## config.mk

```make
export PLATFORM = sky130hd
export DESIGN_NAME = serial_ripple_subtractor
export DESIGN_NICKNAME = d
export VERILOG_FILES = /design/src/rtl/serial_ripple_subtractor.sv
export SDC_FILE = /design/constraint.sdc
export NUM_CORES = 1
export LEC_CHECK = 0
export CAP_MARGIN = 20
export CORE_MARGIN = 1
export CORE_UTILIZATION = 45
export CTS_BUF_LIST = sky130_fd_sc_hd__clkbuf_4
export CTS_CLUSTER_DIAMETER = 150
export CTS_CLUSTER_SIZE = 28
export DETAILED_ROUTE_END_ITERATION = 16
export GPL_ROUTABILITY_DRIVEN = 0
export GPL_TIMING_DRIVEN = 1
export PLACE_DENSITY = 0.67
export SYNTH_ARGS = -nofsm -noshare
export SYNTH_HDL_FRONTEND = slang
export SYNTH_SLANG_ARGS = --single-unit
```

## constraint.sdc

```tcl
create_clock -name clk -period 1.9 [get_ports clk]
set_clock_uncertainty 0.15 [all_clocks]
set_input_delay 0.38 -clock clk [delete_from_list [all_inputs] [get_ports clk]]
set_output_delay 0.38 -clock clk [all_outputs]
set_load 0.03 [all_outputs]
```

## src/rtl/serial_ripple_subtractor.sv

```systemverilog
// Bit-serial ripple-borrow subtractor: diff = (a - b) mod 2^WIDTH, one bit per clock,
// LSB first, behind a start/busy/done handshake.
module serial_ripple_subtractor #(
  parameter int WIDTH = 4
) (
  input  logic             clk,
  input  logic             rst,
  input  logic             start,
  input  logic [WIDTH-1:0] a,
  input  logic [WIDTH-1:0] b,
  output logic             busy,
  output logic             done,
  output logic [WIDTH-1:0] diff,
  output logic             borrow_out,
  output logic             zero
);

  // Handshake: start is looked at only in IDLE and accepted on that edge; a/b are
  // captured on the accepting edge only. busy covers RUN and DONE; done is a
  // one-cycle pulse in DONE while diff/borrow_out/zero hold the fresh result.
  localparam int CW = (WIDTH > 1) ? $clog2(WIDTH) : 1;
  localparam logic [CW-1:0] LAST = CW'(WIDTH - 1);

  typedef enum logic [1:0] {IDLE, RUN, DONE} state_t;

  state_t           state_q, state_d;
  logic [WIDTH-1:0] a_sr, b_sr, r_sr, r_next;
  logic [CW-1:0]    cnt;
  logic             bin, ai, bi, d, bnext, last_bit;

  // Full-subtractor cell on the current operand LSBs.
  always_comb begin
    ai       = a_sr[0];
    bi       = b_sr[0];
    d        = ai ^ bi ^ bin;
    bnext    = (~ai & bi) | (~(ai ^ bi) & bin);
    r_next   = {d, r_sr[WIDTH-1:1]};
    last_bit = (cnt == LAST);
  end

  always_comb begin
    state_d = state_q;
    case (state_q)
      IDLE:    if (start) state_d = RUN;
      RUN:     if (last_bit) state_d = DONE;
      DONE:    state_d = IDLE;
      default: state_d = IDLE;
    endcase
  end

  assign busy = (state_q != IDLE);
  assign done = (state_q == DONE);

  always_ff @(posedge clk or posedge rst) begin
    if (rst) state_q <= IDLE;
    else     state_q <= state_d;
  end

  always_ff @(posedge clk or posedge rst) begin
    if (rst) begin
      a_sr       <= '0;
      b_sr       <= '0;
      r_sr       <= '0;
      bin        <= 1'b0;
      cnt        <= '0;
      diff       <= '0;
      borrow_out <= 1'b0;
      zero       <= 1'b0;
    end else begin
      case (state_q)
        IDLE: begin
          if (start) begin
            a_sr <= a;
            b_sr <= b;
            r_sr <= '0;
            bin  <= 1'b0;
            cnt  <= '0;
          end
        end
        RUN: begin
          r_sr <= r_next;
          a_sr <= a_sr >> 1;
          b_sr <= b_sr >> 1;
          bin  <= bnext;
          cnt  <= last_bit ? '0 : cnt + CW'(1);
          // Published outputs move only on the edge that enters DONE.
          if (last_bit) begin
            diff       <= r_next;
            borrow_out <= bnext;
            zero       <= (r_next == '0);
          end
        end
        default: ;
      endcase
    end
  end

endmodule
```

==> run metrics, run 1 <==
fmax=550 MHz; Pint=1.18 mW; Via density=about 5.5; Setup crit end kind=primary output; Cell Count, Final, Fillers Out=around 130; Fillers=between 150 and 200; Port Buf Inserts=18; GR Overflow Total=0; Util after Layout=60.5%; unrepaired setup endpoints after global routing=false; Reg power frac=43.1%; core area=roughly 2000 um^2; largest net degree at the start of global routing=23; Worst path max stage delay=between 0.5 and 0.6 ns; drt pass-1 iters=2; Num CTS Buffers=3; GR Util All Layers=between 10% and 20%; critical path class=reg -> out; Rows=16; Area after DPL=roughly 1200 um^2; Least-Margin Pin Slew=0.340 ns; CTS Buffer Depth=2; data arrival time of the critical path=1.29 ns; leakage=0.634 nW; clock sink count=22; post-synthesis net count=100; initial core utilization=48.9%; clock power share=10.9%; Worst-path clk slew=0.12 ns; Worst Setup Start Kind=flip-flop; Sum Neg Setup Slack=0 ns; initial antenna violation count=0; Inst Count DP=130; wire per inst=~14 um; flip-flop and latch count after synthesis=22; crit-path cells=inv_2 -> nand2_1 -> buf_4; layout cells sized above 1=15.0%; drt total wl=about 1.8 mm; final period utilization=95.7%; post-synthesis cell count=87; P per Cell Area=~1600 nW/um^2; via count=734; post-synth cell types=23; worst min path class=in -> async; Post-CTS Setup Repair Bufs=0; Die Span Y=48.9 um; Crit-path slowest cell=dfrtp_1; fin area=1220 um^2; first-pass GRT wire length=3.19 mm; Tmin final=between 1.5 and 2 ns; H-tree levels=1; Max Slew Vio Count=0; post-synth design cell area=990 um^2; switching pwr=around 800 uW; Max Cap Viol=0; boundary pin count=19; Die Area=2390 um^2; final-report setup violation count=0; vias in the first global route=705; peak supply drop=0.000937 V; Avg Cell Area, Syn=11.4 um^2; combinational share of power=a little under half; slew margin rel.=77.3%; switching part of the total=40.3%; TritonCTS clock tree=done; nets=121; reg-to-reg setup timing slack=~0.22 ns; number of synthesis warnings=0; Area Overhead vs Synth=23.6%; Clock Latency Late Sink=0.30 ns; Worst Path Required=1.37 ns; DRC errors left=0; Root Buffer=clkbuf_4; status=complete, no violations; ANT cells=0; Final Hold Slack=0.246 ns; multi-input logic area=388 um^2; antenna-violating nets left=0; worst-path fanout max=9; initial drt markers=1; Die Width=48.9 um; Hold Vio Cnt, Final=0; FF/Latch Area=552 um^2; register area share after synthesis=between 50 and 60%
-- power by group through the flow --
stage / registers [mW] / clock network (mW) / logic [mW]
after floorplan: 0.897 / 0 / 0.633
after global placement: 0.854 / 0 / 0.908
after detailed placement: 0.866 / 0 / 0.925
after CTS: 0.854 / 0.221 / 0.921
after global routing: 0.882 / 0.237 / 1.01
final: 0.853 / 0.215 / 0.910
-- sequential cells by signal (all words and copies together) (netlist names) --
name	flops
b_sr	4
bin	1
a_sr	4
cnt	2
borrow_out	1
state_q	2
diff	4
zero	1
r_sr	3
-- cell usage after synthesis, drive strengths merged --
cell type	instances	area (um^2)
dfrtp	22	551
o22ai	12	75.1
a21oi	7	35.0
nand2	7	26.3
o21ai	7	35.0
inv	6	22.5
a22o	4	35.0
buf	4	28.8
mux2	4	60.1
nor2	4	17.5
nand2b	2	12.5
nor2b	2	12.5
fa	1	20.0
ha	1	12.5
nand3b	1	20.0
o21bai	1	11.3
o31ai	1	7.51
or4	1	7.51
-- critical path, delay by kind of cell (launching register included) --
family | cells | cell delay (ns)
flops | 1 | 0.57
buf+inv | 2 | 0.32
simple gates | 1 | 0.09
-- layout make-up --
type	instances	share of cell area, %
Multi-Input combinational cell	55	31.7
Clock buffer	3	1.84
Inverter	6	1.84
Tap cell	27	2.76
Timing Repair Buffer	20	16.5
Sequential cell	22	45.1
Clock inverter	1	0.307
-- stage by stage --
| stage | worst slack (ns) | total power, mW |
|---|---|---|
| 6_report | 0.0816 | 1.98 |
| 5_1_grt | 0.00394 | 2.13 |
| 4_1_cts | 0.0140 | 2.00 |
| 3_5_place_dp | 0.198 | 1.79 |
| 3_3_place_gp | 0.223 | 1.76 |
| 2_1_floorplan | 0.284 | 1.53 |
-- cell usage in the layout (no fill, tap or decap), drive strengths merged --
cell type      netlist  layout
a21oi                7       7
a22o                 4       4
buf                  4       4
clkbuf               0       3
clkdlybuf4s50        0      10
clkinv               0       1
dfrtp               22      22
dlygate4sd2          0       1
dlymetal6s2s         0       5
fa                   1       1
ha                   1       1
inv                  6       6
mux2                 4       4
nand2                7       7
nand2b               2       2
nand3b               1       1
nor2                 4       4
nor2b                2       2
o21ai                7       7
o21bai               1       1
o22ai               12      12
o31ai                1       1
or4                  1       1
-- cells by family (layout without fill, tap and decap cells) --
kind of cell / after synthesis / in the layout / synth area share [%]
AND/OR/NAND/NOR: 17 / 17 / 9.74
buffers and inverters: 10 / 30 / 5.18
adder cells (fa/ha/maj): 2 / 2 / 3.29
AO/OA/AOI/OAI: 32 / 32 / 20.1
multiplexers: 4 / 4 / 6.07
flip-flops: 22 / 22 / 55.6
-- routing by layer --
layer	GRT usage (%)	part of all wire, %	routed length (um)
met3	2.80	2.9	54
met5	0	0	0
met2	25.2	47	856
met4	9.80	1.1	21
met1	25.2	49	907
-- final timing paths --
path / from / to / cells past startpoint
max: state_q[0] / busy / 3
min: rst / diff[2] / 3
max reg2reg: a_sr[0] / zero / 3
min reg2reg: zero / zero / 2
max in group asynchronous: rst / state_q[1] / 3
min in group clk: zero / zero / 2
-- what timing repair did --
action	4_1_cts	5_1_grt
hold buffers	0	0
endpoints found under the hold margin	0	0
gates resized for setup	1	6
endpoints found under the setup margin	1	7
Note: power is estimated with default switching activity, not from simulation.
==> inputs of run 2 (changes only) <==
--- a/config.mk
+++ b/config.mk
@@ -15,6 +15,7 @@
 export GPL_ROUTABILITY_DRIVEN = 0
 export GPL_TIMING_DRIVEN = 1
 export PLACE_DENSITY = 0.67
+export SLEW_MARGIN = 20
 export SYNTH_ARGS = -nofsm -noshare
 export SYNTH_HDL_FRONTEND = slang
 export SYNTH_SLANG_ARGS = --single-unit
==> results of run 2 <==
Same layout as run 1: the final DEF is identical, and so are final timing and power.
